===== config.mk =====
export PLATFORM = sky130hd
export DESIGN_NAME = psad_accum_ctrl
export DESIGN_NICKNAME = d
export VERILOG_FILES = /design/src/rtl/psad_accum_ctrl.sv
export SDC_FILE = /design/constraint.sdc
export NUM_CORES = 1
export LEC_CHECK = 0
export BUFFER_PORTS_ARGS = -buffer_cell sky130_fd_sc_hd__buf_2
export CAP_MARGIN = 10
export CELL_PAD_IN_SITES_DETAIL_PLACEMENT = 2
export CELL_PAD_IN_SITES_GLOBAL_PLACEMENT = 2
export CORE_MARGIN = 2
export CORE_UTILIZATION = 34
export CTS_CLUSTER_SIZE = 25
export DETAILED_ROUTE_END_ITERATION = 12
export PLACE_DENSITY_LB_ADDON = 0.1
export RECOVER_POWER = 100
export SETUP_SLACK_MARGIN = 0.2
export SYNTH_ARGS = -nofsm -noshare
export SYNTH_HDL_FRONTEND = slang
export SYNTH_SLANG_ARGS = --single-unit

===== constraint.sdc =====
create_clock -name clk -period 43.1 [get_ports clk]
set_input_delay 6.465 -clock clk [delete_from_list [all_inputs] [get_ports clk]]
set_output_delay 6.465 -clock clk [all_outputs]
set_load 0.02 [all_outputs]

===== src/rtl/psad_accum_ctrl.sv =====
// psad_accum_ctrl: per-lane saturating partial-SAD accumulator with minimum-lane search.
// Collects ROWS_PER_BLOCK addend beats, finds the best lane, then holds the result until it is accepted.
module psad_accum_ctrl #(
    parameter int PIXELS_IN_BATCH  = 16,
    parameter int PSAD_BIT_DEPTH   = 14,
    parameter int ADDEND_BIT_DEPTH = 11,
    parameter int ROWS_PER_BLOCK   = 16
) (
    input  logic                                         clk,
    input  logic                                         rst_n,
    input  logic                                         flush,
    input  logic                                         in_valid,
    output logic                                         in_ready,
    input  logic [PIXELS_IN_BATCH*ADDEND_BIT_DEPTH-1:0]  in_addend,
    output logic                                         out_valid,
    input  logic                                         out_ready,
    output logic [PIXELS_IN_BATCH*PSAD_BIT_DEPTH-1:0]    out_psad,
    output logic [PSAD_BIT_DEPTH-1:0]                    out_min_sad,
    output logic [$clog2(PIXELS_IN_BATCH)-1:0]           out_min_idx,
    output logic [PIXELS_IN_BATCH-1:0]                   out_sat
);
    localparam int N  = PIXELS_IN_BATCH;
    localparam int P  = PSAD_BIT_DEPTH;
    localparam int A  = ADDEND_BIT_DEPTH;
    localparam int R  = ROWS_PER_BLOCK;
    localparam int IW = $clog2(N);
    localparam int CW = $clog2(R + 1);

    typedef enum logic [1:0] {IDLE, ACCUM, MINSRCH, OUTPUT} state_t;

    state_t              state_q, state_d;
    logic [CW-1:0]       row_cnt_q, row_cnt_d;
    logic [N-1:0][P-1:0] acc_q, acc_d;
    logic [N-1:0]        sat_q, sat_d;
    logic [P-1:0]        min_sad_q, min_sad_d;
    logic [IW-1:0]       min_idx_q, min_idx_d;
    logic                in_ready_q, in_ready_d;
    logic                out_valid_q, out_valid_d;
    logic [N-1:0][P:0]   lane_sum;
    logic [P-1:0]        scan_sad;
    logic [IW-1:0]       scan_idx;
    logic                beat;

    assign beat        = in_valid & in_ready_q;
    assign in_ready    = in_ready_q;
    assign out_valid   = out_valid_q;
    assign out_psad    = acc_q;
    assign out_sat     = sat_q;
    assign out_min_sad = min_sad_q;
    assign out_min_idx = min_idx_q;

    // One extra bit of headroom is enough: acc <= 2^P-1 and addend < 2^(P-1).
    always_comb begin
        for (int i = 0; i < N; i++)
            lane_sum[i] = {1'b0, acc_q[i]} + (P+1)'(in_addend[i*A +: A]);
    end

    // Strict less-than while scanning upward keeps the lowest index on ties.
    always_comb begin
        scan_sad = acc_q[0];
        scan_idx = '0;
        for (int i = 1; i < N; i++) begin
            if (acc_q[i] < scan_sad) begin
                scan_sad = acc_q[i];
                scan_idx = IW'(i);
            end
        end
    end

    always_comb begin
        state_d   = state_q;
        row_cnt_d = row_cnt_q;
        acc_d     = acc_q;
        sat_d     = sat_q;
        min_sad_d = min_sad_q;
        min_idx_d = min_idx_q;
        case (state_q)
            IDLE: begin
                if (beat) begin
                    for (int i = 0; i < N; i++)
                        acc_d[i] = P'(in_addend[i*A +: A]);
                    sat_d     = '0;
                    row_cnt_d = CW'(1);
                    state_d   = (R == 1) ? MINSRCH : ACCUM;
                end
            end
            ACCUM: begin
                if (beat) begin
                    for (int i = 0; i < N; i++) begin
                        acc_d[i] = lane_sum[i][P] ? {P{1'b1}} : lane_sum[i][P-1:0];
                        sat_d[i] = sat_q[i] | lane_sum[i][P];
                    end
                    row_cnt_d = row_cnt_q + CW'(1);
                    state_d   = (row_cnt_q == CW'(R - 1)) ? MINSRCH : ACCUM;
                end
            end
            MINSRCH: begin
                min_sad_d = scan_sad;
                min_idx_d = scan_idx;
                state_d   = OUTPUT;
            end
            default: begin
                if (out_ready) begin
                    state_d   = IDLE;
                    row_cnt_d = '0;
                end
            end
        endcase
        if (flush) begin
            state_d   = IDLE;
            row_cnt_d = '0;
        end
        in_ready_d  = (state_d == IDLE) || (state_d == ACCUM);
        out_valid_d = (state_d == OUTPUT);
    end

    // Handshake flags are registered from the next state so in_ready stays low through reset.
    always_ff @(posedge clk or negedge rst_n) begin
        if (!rst_n) begin
            state_q     <= IDLE;
            row_cnt_q   <= '0;
            acc_q       <= '0;
            sat_q       <= '0;
            min_sad_q   <= '0;
            min_idx_q   <= '0;
            in_ready_q  <= 1'b0;
            out_valid_q <= 1'b0;
        end else begin
            state_q     <= state_d;
            row_cnt_q   <= row_cnt_d;
            acc_q       <= acc_d;
            sat_q       <= sat_d;
            min_sad_q   <= min_sad_d;
            min_idx_q   <= min_idx_d;
            in_ready_q  <= in_ready_d;
            out_valid_q <= out_valid_d;
        end
    end
endmodule


# After elaboration in Yosys (flattened, before gate mapping)
# Cells that the tools add are included.
[word_totals]
regBits = 267
in_bits = 181
[op_classes]
n_lt_le_gt_ge = 15
n_mux = 63
n_reduce_logical = 7
n_eq_ne = 10
bitwise_logic = 17
n_addsub = 17
[op_table]
columns = ["op", "count"]
rows = [
  ["two-way mux 224 bit", 2],
  ["case mux 224 bit (2 select lines)", 1],
  ["two-way mux 14 bit", 31],
  ["adder 14 x 11 -> 15 bit", 16],
  ["< comparator 14 bit", 15],
  ["two-way mux 4 bit", 14],
  ["two-way mux 16 bit", 2],
  ["case mux 16 bit (2 select lines)", 1],
  ["two-way mux 5 bit", 4],
  ["OR 1 bit", 16],
  ["case mux 5 bit (3 select lines)", 1],
  ["two-way mux 2 bit", 5],
  ["inequality test 2 bit, second input constant", 3],
  ["inequality test 3 bit, second input constant", 2],
  ["case mux 2 bit (3 select lines)", 1],
  ["adder 5 x 1 -> 5 bit, second input constant", 1],
  ["equality test 5 x 4 -> 1 bit, second input constant", 1],
  ["equality test 2 x 1 -> 1 bit, second input constant", 2],
  ["equality test 2 bit, second input constant", 2],
  ["zero test 2 bit", 2],
  ["AND reduction 4 bit", 1],
  ["nonzero test 4 bit", 1],
  ["AND reduction 3 bit", 1],
  ["nonzero test 2 bit", 1],
  ["3 further kinds", 3],
]

# Logic depth before layout (Yosys ltp)
# Gate-level depths: netlist of run 1.
[logic_depth]
ltp_word = 30
ltp_mapped = 191
depth_no_buf = 169

# Worst setup path before layout of run 1
# OpenSTA, ideal clock, no wires.
[synth_path]
path_type = "reg2reg"
from = "register acc_q (netlist bit out_psad[9])"
to = "register min_sad_q[4], in the netlist out_min_sad[4]"
t_arrival_ps = 32492
period_less_slack_ps = 32578
stages_incl_launch_ff = 186
setup_ps = 87
path_buffers = 24
required_ps = 43013
path_slack_ps = 10522
cell_sequence = "dfrtp_1 -> inv_1 -> ha_1 -> nand2_1 -> o21a_1 -> o221ai_1 -> a21o_1 -> buf_6 -> clkbuf_1 -> mux2i_1 -> ha_1 -> a21oi_1 -> nor2_1 -> a211oi_1 -> o31ai_1 -> a21o_1 -> a21o_2 -> buf_4 -> [150 not listed] -> o21ai_0 -> nand2b_1 -> a221o_1 -> a311o_1 -> buf_6 -> buf_6 -> mux2i_2 -> ha_1 -> a21o_1 -> a21o_1 -> a21oi_1 -> o21ai_0 -> a211o_1 -> nor4_1 -> a21o_1 -> buf_2 -> nand3_1 -> o211ai_1"
[synth_via]
elab_chain_len = 30
[synth_lines]
columns = ["item", "line", "source"]
rows = [
  ["from (decl)", "33", "logic [N-1:0][P-1:0] acc_q, acc_d;"],
  ["from (signal assigned)", "122", "acc_q <= '0;"],
  ["from (signal assigned)", "131", "acc_q <= acc_d;"],
  ["< comparator 14 bit", "63", "if (acc_q[i] < scan_sad) begin"],
  ["two-way mux 14 bit *", "63", ""],
  ["< comparator 14 bit", "63", ""],
  ["two-way mux 14 bit *", "63", ""],
  ["< comparator 14 bit", "63", ""],
  ["two-way mux 14 bit *", "63", ""],
  ["< comparator 14 bit", "63", ""],
  ["two-way mux 14 bit *", "63", ""],
  ["[14 not listed]", "-", ""],
  ["< comparator 14 bit", "63", ""],
  ["two-way mux 14 bit *", "63", ""],
  ["< comparator 14 bit", "63", ""],
  ["two-way mux 14 bit *", "63", ""],
  ["< comparator 14 bit", "63", ""],
  ["two-way mux 14 bit *", "63", ""],
  ["< comparator 14 bit", "63", ""],
  ["two-way mux 14 bit *", "63", ""],
  ["to (signal assigned)", "133", "min_sad_q <= min_sad_d;"],
  ["to (decl)", "35", "logic [P-1:0] min_sad_q, min_sad_d;"],
]
# Every way passes the cells marked *; elsewhere a longest branch is shown, timed or not.
# A chain may end at the register's enable or synchronous reset.

# Worst setup path in the final report of run 1
[layout_path]
from = "register acc_q (netlist bit out_psad[9])"
to = "register min_sad_q[7], in the netlist out_min_sad[7]"
# Same word-level chain as after synthesis.

==> key figures, run 1 <==
Status
  – Outcome: complete, but fails checks
  – Failing checks: max-capacitance violations, max-slew violations

Placed design
  – Placed Cells: 4654
  – GP Congestion: 0.897
  – Post-DP HPWL: 89300 um
  – Port Buffers: 440
  – Placement Cell Area: 29700 um^2

Logic synthesis
  – Adder-cell share of the synthesized area: 17.3%
  – Count leader, synth: o21ai_0
  – Syn Area/Cell: 8.03 um^2
  – Compound-Gate Fraction of Synth Area: 29.1%
  – Simple-gate share of the synthesized area: 12.1%
  – Synth cell types: 104
  – Seq cells post-synth: 267
  – Synth area leader: dfrtp_1
  – Synth Area in XOR/XNOR: 5.68%
  – EDFF count, synth: 0
  – Seq/Total Area, Yosys: 25.0%
  – Most frequent cells after synthesis: 384 x o21ai_0, 337 x ha_1, 334 x inv_1, 328 x nand2_1, 291 x a21oi_1
  – YS warnings: 0
  – Share of the synthesized area in the top cell type: 25.0%
  – Syn Inst Count: 3323
  – Ys flop type: dfrtp_1
  – Syn nets: 3857
  – Top cells by area, synth: dfrtp_1 25%, ha_1 16%, o21ai_0 7.2%
  – Mux contribution to synthesized area: 3.54%
  – Post-Syn Area: 26700 um^2
  – Main combinational cell family by area after synthesis: compound AO/OA/AOI/OAI gates
  – Ys async rst share: 100%

Run
  – Max Cap Viol: 5

Route
  – Via density: 5.78
  – TritonRoute pass-1 iters: 6
  – DRT iter0 DRCs: 1072
  – Final wirelength: 115000 um
  – DRC: 0
  – Post-route ant nets: 0
  – Routed wire per std cell: 24.4 um
  – DR vias: 27304

Worst setup path
  – Worst EP required: 43.58 ns
  – Worst Path Max Fanout: 34
  – CP arrival: 39.48 ns
  – Worst path max stage delay: 1.18 ns
  – Startpoint types: register
  – Source of the critical timing path: out_psad[9]$_DFFE_PN0P_
  – Worst r2r src: out_psad[9]$_DFFE_PN0P_
  – Crit path kind: reg2reg
  – Critical Path Most Common Cell: a21oi_1
  – Element type at the critical path end: register
  – Critical-path top delay cell: or2_0

GRT
  – Vias in the first global route: 30478
  – Grt ovf: 0
  – Largest net degree at the start of global routing: 261
  – Initial antenna violation count: 11
  – Total GRT Usage: 28.0%
  – First-pass GRT wire length: 180000 um

STA
  – Worst relative slew slack: -275%
  – RSZ-0062 raised after global routing: false
  – Final setup viols: 0
  – Clock Skew: 0.0271 ns
  – FMAX: 25.6 MHz
  – Crit share post-route: 90.5%
  – Tmin final: 39.00 ns
  – Worst-Margin Slew: 5.63 ns
  – Setup TNS: 0 ns
  – Endpoints failing hold: 0
  – Slew Limit Fails: 303

CTS
  – Hold buffer count at CTS: 0
  – CTS resizes: 0
  – Total clock sinks: 267
  – Clk buf depth: 3
  – Inserted Clock Buffers: 39
  – Clock Pin Slew Worst Setup and Hold Paths: 0.05 ns
  – TritonCTS clock tree: yes
  – Root Buffer: clkbuf_16
  – Clk Latency, worst-skew pair: 0.58 ns
  – H-Tree Depth: 2
  – Postcts setup bufs: 0

Min path
  – HP Class: reg2reg
  – Worst hold path startpoint: row_cnt_q[4]$_DFFE_PN0P_

Final layout
  – Final layout net count: 4189
  – Final Instance Area: 30600 um^2
  – Area grow syn2layout: 14.7%
  – Share of cells above drive strength 1: 8.80%
  – Final non-filler cell total: 4727

Die
  – Die width: 284 um
  – Initial Utilization: 34.4%
  – Die H: 284 um
  – CORE AREA: 77600 um^2
  – IO Count: 441
  – Rows: 102
  – Die area: 80700 um^2
## placed cells by master, fill, tap and decap left out, types with 18 or more instances in the layout
master	n
o21ai_0	384
o21bai_1	64
a31oi_1	27
a21o_1	63
a21oi_1	291
nand3_1	41
o211ai_1	25
o31ai_1	23
clkbuf_16	40
o221ai_1	50
xor2_1	74
mux2i_1	50
o22ai_1	143
nand4_1	47
buf_2	163
ha_1	337
inv_1	334
nand2b_1	22
nor3_1	22
a22o_1	18
dfrtp_1	266
xnor2_1	99
nor2_1	161
a211oi_1	20
clkbuf_1	293
nand2_1	328
## metrics by stage
stage / hold slack (ns) / util, % / worst slack, ns
floorplan: 0.443 / - / 10.52
global placement: 0.455 / 38.3 / 6.89
detailed placement: 0.480 / 38.3 / 5.09
CTS: 0.493 / 39.9 / 4.99
global route: 0.536 / 39.4 / 0.755
finish: 0.486 / 39.4 / 4.10
## per-layer routing
metal	part of all wire, %	track usage, %	wire length [um]
met1	44	35.0	50300
met2	49	48.6	56300
met3	4.3	4.98	4980
met4	3.1	9.13	3600
met5	0.055	0	63
## final cells by class
type | instances | area (um^2)
flip-flops and latches | 267 | 6690
inverters | 334 | 1250
well taps | 1040 | 1300
clock inverters | 10 | 118
clock buffers | 59 | 1150
multi-input cells | 2557 | 18100
fillers | 9218 | 47000
diodes | 4 | 10.0
repair buffers | 456 | 1970
## final timing paths
check	endpoint	slack, ns	cells past startpoint
max	out_min_sad[7]$_DFFE_PN0N_	4.10	157
min	row_cnt_q[4]$_DFFE_PN0P_	0.49	2
max reg2reg	out_min_sad[7]$_DFFE_PN0N_	4.10	157
min reg2reg	row_cnt_q[4]$_DFFE_PN0P_	0.49	2
max in group asynchronous	state_q[0]$_DFF_PN0_	27.02	3
min in group asynchronous	out_psad[84]$_DFFE_PN0P_	7.96	1
## registers in the layout, summed over array words and instances, names as in the netlist
register     flops
out_psad       224
out_sat         16
out_min_sad     14
row_cnt_q        5
out_min_idx      4
state_q          2
in_ready         1
out_valid        1
## worst max-delay path: cells and delay by family, from the launching register on
| family | cells | cell delay [ns] |
|---|---|---|
| DFF | 1 | 0.39 |
| adders and majority gates | 18 | 5.48 |
| and+or+nand+nor | 43 | 9.09 |
| buffers and inverters | 12 | 1.63 |
| muxes | 5 | 1.82 |
| AOI/OAI and AO/OA | 79 | 20.36 |
## kinds of logic (layout without fill, tap and decap cells)
group                    after synthesis  after routing
AO/OA/AOI/OAI                       1231           1231
adder cells (fa/ha/maj)              360            360
buffers and inverters                499            859
flip-flops                           267            267
multiplexers                          84             84
AND/OR/NAND/NOR                      709            709
other                                  0              4
XOR/XNOR                             173            173
Power of run 1 is not shown: default switching activity piles up to over one toggle a cycle in this logic, so the estimate is an artifact.
==> run 2, diff against run 1 <==
==> constraint.sdc (replaced) <==
create_clock -name clk -period 43.1 [get_ports clk]
set_input_delay 6.465 -clock clk [delete_from_list [all_inputs] [get_ports clk]]
set_output_delay 6.465 -clock clk [all_outputs]
set_load 0.01 [all_outputs]
==> run 2 against run 1 <==
  * The run still ends with max-capacitance violations, max-slew violations left
  * Clock skew is essentially flat
  * Flip-flop and latch count is the same
  * Fmax is essentially flat
  * Via count is essentially flat
  * Cell count is the same
  * Routed wire length is essentially flat
==> key figures, run 2 (synthesis gave the netlist of run 1 again) <==
Route
  – Via density: 5.78 (about the same)
  – Highest metal used: met5 (unchanged)
  – DRC: 0 (unchanged)
  – WL met3: 5000 um (was 4980 um)
  – Final wirelength: 115000 um (about the same)
  – DR vias: 27315 (was 27304)
  – DRT iter0 DRCs: 1070 (was 1072)
  – TritonRoute pass-1 iters: 5 (was 6)
  – Post-route ant nets: 0 (unchanged)
  – Routed wire per std cell: 24.4 um (about the same)
  – Met1 Routed Length: 50300 um (about the same)
  – Metal2 WL: 56200 um (was 56300 um)

Status
  – Failing checks: max-capacitance violations, max-slew violations (unchanged)
  – Outcome: complete, but fails checks (unchanged)

Die
  – Rows: 102 (unchanged)
  – Die area: 80700 um^2 (unchanged)
  – Die width: 284 um (unchanged)
  – Initial Utilization: 34.4% (unchanged)
  – IO Count: 441 (unchanged)
  – Die H: 284 um (unchanged)
  – CORE AREA: 77600 um^2 (unchanged)

Worst setup path
  – Critical-path top delay cell: or2_0 (unchanged)
  – Startpoint types: register (unchanged)
  – Worst path max stage delay: 1.18 ns (about the same)
  – Element type at the critical path end: register (unchanged)
  – Crit path kind: reg2reg (unchanged)
  – Critical Path Most Common Cell: a21oi_1 (unchanged)
  – Worst EP required: 43.58 ns (about the same)
  – CP delay by family, top: compound AO/OA/AOI/OAI gates (unchanged)
  – Worst Path Max Fanout: 34 (unchanged)
  – CP arrival: 39.48 ns (about the same)
  – Bufs and invs on worst path: 12 (unchanged)

STA
  – Endpoints failing hold: 0 (unchanged)
  – Worst-Margin Slew: 5.63 ns (about the same)
  – FMAX: 25.6 MHz (about the same)
  – Crit share post-route: 90.5% (about the same)
  – Final setup margin: 4.10 ns (about the same)
  – Worst relative slew slack: -275% (about the same)
  – Slew Limit Fails: 303 (unchanged)
  – Clock Skew: 0.0271 ns (about the same)
  – Setup TNS: 0 ns (unchanged)
  – RSZ-0062 raised after global routing: false (unchanged)
  – Final setup viols: 0 (unchanged)
  – Tmin final: 39.00 ns (about the same)

Final layout
  – Final layout net count: 4189 (unchanged)
  – Area grow syn2layout: 14.7% (about the same)
  – Max reg flops: 224 (unchanged)
  – Commonest non-fill, non-tap cell in the layout: o21ai_0 (unchanged)
  – Share of cells above drive strength 1: 8.80% (unchanged)
  – Most frequent cells in the layout: 384 x o21ai_0, 337 x ha_1, 334 x inv_1, 328 x nand2_1, 293 x clkbuf_1 (unchanged)

Placed design
  – Post-DP HPWL: 89300 um (unchanged)
  – Port Buffers: 440 (unchanged)
  – Place WS: 5.09 ns (unchanged)
  – GP Congestion: 0.897 (unchanged)

CTS
  – CTS resizes: 0 (unchanged)
  – Hold buffer count at CTS: 0 (unchanged)
  – Inserted Clock Buffers: 39 (unchanged)
  – Clk Latency, worst-skew pair: 0.58 ns (about the same)
  – Clock Pin Slew Worst Setup and Hold Paths: 0.05 ns (about the same)
  – H-Tree Depth: 2 (unchanged)
  – Root Buffer: clkbuf_16 (unchanged)
  – TritonCTS clock tree: yes (unchanged)
  – Clk buf depth: 3 (unchanged)
  – Total clock sinks: 267 (unchanged)
  – Postcts setup bufs: 0 (unchanged)

GRT
  – Largest net degree at the start of global routing: 261 (unchanged)
  – First-pass GRT wire length: 180000 um (unchanged)
  – Initial antenna violation count: 11 (unchanged)
  – Grt ovf: 0 (unchanged)
  – Total GRT Usage: 28.0% (unchanged)
  – Vias in the first global route: 30478 (unchanged)

Run
  – Max Cap Viol: 5 (unchanged)

Min path
  – HP Class: reg2reg (unchanged)
run 2: metrics by stage:
stage / utilization [%] / std cells / area [um^2] / hold slack (ns)
global route: 39.4 / 4724 / 30600 / 0.536
CTS: 39.9 / 4723 / 31000 / 0.493
global placement: 38.3 / 4654 / 29700 / 0.455
finish: 39.4 / 4727 / 30600 / 0.486
detailed placement: 38.3 / 4654 / 29700 / 0.480
floorplan: - / 3323 / 26700 / 0.443
run 2: worst paths after layout:
check	from	endpoint	slack, ns	cells after the start
worst max-delay path	out_psad[9]$_DFFE_PN0P_	out_min_sad[7]$_DFFE_PN0N_	4.10	157
min in group asynchronous	rst_n	out_psad[84]$_DFFE_PN0P_	7.96	1
worst min-delay path	row_cnt_q[4]$_DFFE_PN0P_	row_cnt_q[4]$_DFFE_PN0P_	0.49	2
worst max register to register	out_psad[9]$_DFFE_PN0P_	out_min_sad[7]$_DFFE_PN0N_	4.10	157
worst min register to register	row_cnt_q[4]$_DFFE_PN0P_	row_cnt_q[4]$_DFFE_PN0P_	0.49	2
max in group asynchronous	rst_n	state_q[0]$_DFF_PN0_	27.02	3
run 2: worst min-delay path: stages (launching register included):
cell and delay (ns):
dfrtp_1 0.35, nand2_1 0.05, o41ai_1 0.05
run 2: layout make-up:
type                            instances  area (um^2)
Clock inverter                         10          118
Clock buffer                           59         1150
Fill cell                            9219        47000
Timing Repair Buffer                  456         1960
Tap cell                             1040         1300
Antenna cell                            4         10.0
Sequential cell                       267         6690
Multi-Input combinational cell       2557        18100
Inverter                              334         1250
run 2: per-layer routing:
metal,global-route usage [%],up-vias
li1,-,12676
met1,35.0,13925
met2,48.6,516
met3,4.98,186
met4,9.13,12
met5,0,-
Power of run 2 is left out for the same reason.
==> run 3, diff against run 2 <==
ABC_AREA = 1   (was unset)
CORE_UTILIZATION = 33   (was 34)
==> run 3 against run 2 <==
  * Synthesized cell count rose by 8.7%
  * Die area rose by 1.8%
  * Fmax rose by 24%
  * Cell count rose by 7.4%
  * Sequential share of layout area rose by 0.30 points
  * The run still ends with max-capacitance violations, max-slew violations left
==> key figures, run 3 <==
GRT
  – Met3 Usage GRT: 4.15% (was 4.98%)
  – Total GRT Usage: 26.8% (was 28.0%)
  – Busiest layer in global routing: met2 (unchanged)
  – Met2 Use GR: 46.4% (was 48.6%)
  – Grt ovf: 0 (unchanged)
  – Met1 Resource Use GR: 33.8% (was 35.0%)
  – First-pass GRT wire length: 173000 um (was 180000 um)
  – Vias in the first global route: 29331 (was 30478)
  – Largest net degree at the start of global routing: 195 (was 261)
  – Initial antenna violation count: 5 (was 11)

CTS
  – Hold buffer count at CTS: 0 (unchanged)
  – Total clock sinks: 267 (unchanged)
  – Clock Pin Slew Worst Setup and Hold Paths: 0.06 ns (was 0.05 ns)
  – Clk buf depth: 3 (unchanged)
  – H-Tree Depth: 2 (unchanged)
  – CTS resizes: 0 (unchanged)
  – Root Buffer: clkbuf_16 (unchanged)
  – Postcts setup bufs: 0 (unchanged)
  – Clk Latency, worst-skew pair: 0.58 ns (about the same)
  – TritonCTS clock tree: yes (unchanged)
  – Inserted Clock Buffers: 40 (was 39)

Logic synthesis
  – YS warnings: 0 (unchanged)
  – Top cells by area, synth: dfrtp_1 25%, ha_1 16%, nand2_1 11% (was dfrtp_1 25%, ha_1 16%, o21ai_0 7.2%)
  – Syn Area/Cell: 7.30 um^2 (was 8.03 um^2)
  – Synth area leader: dfrtp_1 (unchanged)
  – Share of the synthesized area in the top cell type: 25.3% (was 25.0%)
  – Synth cell types: 53 (was 104)
  – Syn nets: 4147 (was 3857)
  – Count leader, synth: nand2_1 (was o21ai_0)
  – Syn Inst Count: 3613 (was 3323)
  – Ys flop type: dfrtp_1 (unchanged)
  – Most frequent cells after synthesis: 739 x nand2_1, 423 x o21ai_0, 347 x inv_1, 337 x ha_1, 273 x nand3_1 (was 384 x o21ai_0, 337 x ha_1, 334 x inv_1, 328 x nand2_1, 291 x a21oi_1)
  – Seq/Total Area, Yosys: 25.3% (was 25.0%)
  – Post-Syn Area: 26400 um^2 (was 26700 um^2)
  – Ys async rst share: 100% (unchanged)
  – Seq cells post-synth: 267 (unchanged)
  – EDFF count, synth: 0 (unchanged)

Worst setup path
  – Element type at the critical path end: register (unchanged)
  – R2R cell count: 122 (was 157)
  – Reg2reg setup slack: 11.58 ns (was 4.10 ns)
  – Worst r2r src: out_psad[4]$_DFFE_PN0P_ (was out_psad[9]$_DFFE_PN0P_)
  – Crit path capture: out_min_sad[1]$_DFFE_PN0N_ (was out_min_sad[7]$_DFFE_PN0N_)
  – CP arrival: 32.03 ns (was 39.48 ns)
  – Crit path kind: reg2reg (unchanged)
  – Bufs and invs on worst path: 3 (was 12)
  – R2r endpoint: out_min_sad[1]$_DFFE_PN0N_ (was out_min_sad[7]$_DFFE_PN0N_)
  – Source of the critical timing path: out_psad[4]$_DFFE_PN0P_ (was out_psad[9]$_DFFE_PN0P_)
  – Critical Path Most Common Cell: nand2_1 (was a21oi_1)
  – Critical-path top delay cell: nand2_1 (was or2_0)
  – WP depth: 122 (was 157)
  – Worst EP required: 43.61 ns (was 43.58 ns)
  – CP delay by family, top: simple AND/OR/NAND/NOR gates (was compound AO/OA/AOI/OAI gates)
  – Worst Path Max Fanout: 30 (was 34)
  – Startpoint types: register (unchanged)
  – Worst path max stage delay: 0.73 ns (was 1.18 ns)

Route
  – TritonRoute pass-1 iters: 4 (was 5)
  – DRT iter0 DRCs: 1088 (was 1070)
  – DR vias: 27342 (was 27315)
  – Routed wire per std cell: 22.1 um (was 24.4 um)
  – Via density: 5.39 (was 5.78)
  – DRC: 0 (unchanged)
  – Final wirelength: 112000 um (was 115000 um)
  – Post-route ant nets: 0 (unchanged)

STA
  – FMAX: 31.7 MHz (was 25.6 MHz)
  – Clock Skew: 0.0316 ns (was 0.0271 ns)
  – Worst relative slew slack: -511% (was -275%)
  – Setup TNS: 0 ns (unchanged)
  – RSZ-0062 raised after global routing: false (unchanged)
  – Final setup viols: 0 (unchanged)
  – Crit share post-route: 73.1% (was 90.5%)
  – Slew Limit Fails: 630 (was 303)
  – Worst-Margin Slew: 9.17 ns (was 5.63 ns)
  – Final setup margin: 11.58 ns (was 4.10 ns)
  – Tmin final: 31.52 ns (was 39.00 ns)
  – Endpoints failing hold: 0 (unchanged)

Final layout
  – Area grow syn2layout: 14.5% (was 14.7%)
  – Most frequent cells in the layout: 754 x nand2_1, 423 x o21ai_0, 347 x inv_1, 337 x ha_1, 290 x clkbuf_1 (was 384 x o21ai_0, 337 x ha_1, 334 x inv_1, 328 x nand2_1, 293 x clkbuf_1)
  – Commonest non-fill, non-tap cell in the layout: nand2_1 (was o21ai_0)
  – Final layout net count: 4529 (was 4189)
  – Fill cells: 9658 (was 9219)
  – Final Instance Area: 30200 um^2 (was 30600 um^2)
  – Share of cells above drive strength 1: 9.64% (was 8.80%)
  – Max reg flops: 224 (unchanged)

Die
  – Die H: 287 um (was 284 um)
  – IO Count: 441 (unchanged)
  – CORE AREA: 79000 um^2 (was 77600 um^2)
  – Initial Utilization: 33.4% (was 34.4%)
  – Die area: 82200 um^2 (was 80700 um^2)
  – Die width: 287 um (was 284 um)
  – Rows: 103 (was 102)

Placed design
  – GP Congestion: 0.869 (was 0.897)
  – Post-DP HPWL: 86500 um (was 89300 um)
  – Place WS: 17.65 ns (was 5.09 ns)
  – Port Buffers: 440 (unchanged)
  – Placement Cell Area: 29300 um^2 (was 29700 um^2)

Run
  – Max Cap Viol: 8 (was 5)

Min path
  – HP Class: reg2reg (unchanged)
  – Hold path cells: 2 (unchanged)

Status
  – Failing checks: max-capacitance violations, max-slew violations (unchanged)
  – Outcome: complete, but fails checks (unchanged)
[run 3: tightest hold or removal path, cell delays in order, from the launching register on]
cell	delay, ns
dfrtp_1	0.34
nand2_1	0.06
nand2_1	0.05
[run 3: logic make-up (layout without fill, tap and decap cells)]
family / Yosys count / in the layout / share of synthesized area (%)
AND/OR/NAND/NOR: 1457 / 1457 / 24.4
AO/OA/AOI/OAI: 908 / 908 / 20.4
buffers and inverters: 483 / 894 / 7.92
adder cells (fa/ha/maj): 353 / 353 / 17.2
flip-flops: 267 / 267 / 25.3
XOR/XNOR: 145 / 145 / 4.82
other: 0 / 2 / 0
[run 3: worst min-delay path by stage]
stage / from / slack [ns] / endpoint
global route: out_min_idx[3]$_DFFE_PN0N_ / 0.51 / out_min_idx[3]$_DFFE_PN0N_
detailed placement: out_min_sad[2]$_DFFE_PN0N_ / 0.47 / out_min_sad[2]$_DFFE_PN0N_
finish: out_min_sad[2]$_DFFE_PN0N_ / 0.48 / out_min_sad[2]$_DFFE_PN0N_
CTS: out_min_sad[2]$_DFFE_PN0N_ / 0.48 / out_min_sad[2]$_DFFE_PN0N_
global placement: out_min_sad[2]$_DFFE_PN0N_ / 0.47 / out_min_sad[2]$_DFFE_PN0N_
floorplan: out_min_sad[3]$_DFFE_PN0N_ / 0.51 / out_min_sad[3]$_DFFE_PN0N_
[run 3: area by class of cell]
type	count	area, um^2	share of cell area, %
Timing Repair Buffer	453	1940	6.41
Antenna cell	2	5.00	0.0166
Inverter	370	1390	4.62
Multi-Input combinational cell	2863	17500	58.1
Clock inverter	8	148	0.489
Clock buffer	63	1160	3.84
Tap cell	1050	1310	4.35
Sequential cell	267	6690	22.1
[run 3: layer usage]
layer | up-vias | wire (um)
met4 | 4 | 3920
met5 | - | 25
li1 | 13134 | -
met2 | 453 | 54300
met1 | 13573 | 49300
met3 | 178 | 4600
[run 3: through the flow]
step                      hold WS (ns)  utilization [%]  std cells
final                            0.483             38.2       5076
after global routing             0.508             38.2       5076
after CTS                        0.481             38.8       5074
after detailed placement         0.465             37.1       5003
after global placement           0.470             37.1       5003
after floorplan                  0.513                -       3613
Power of run 3 is left out for the same reason.
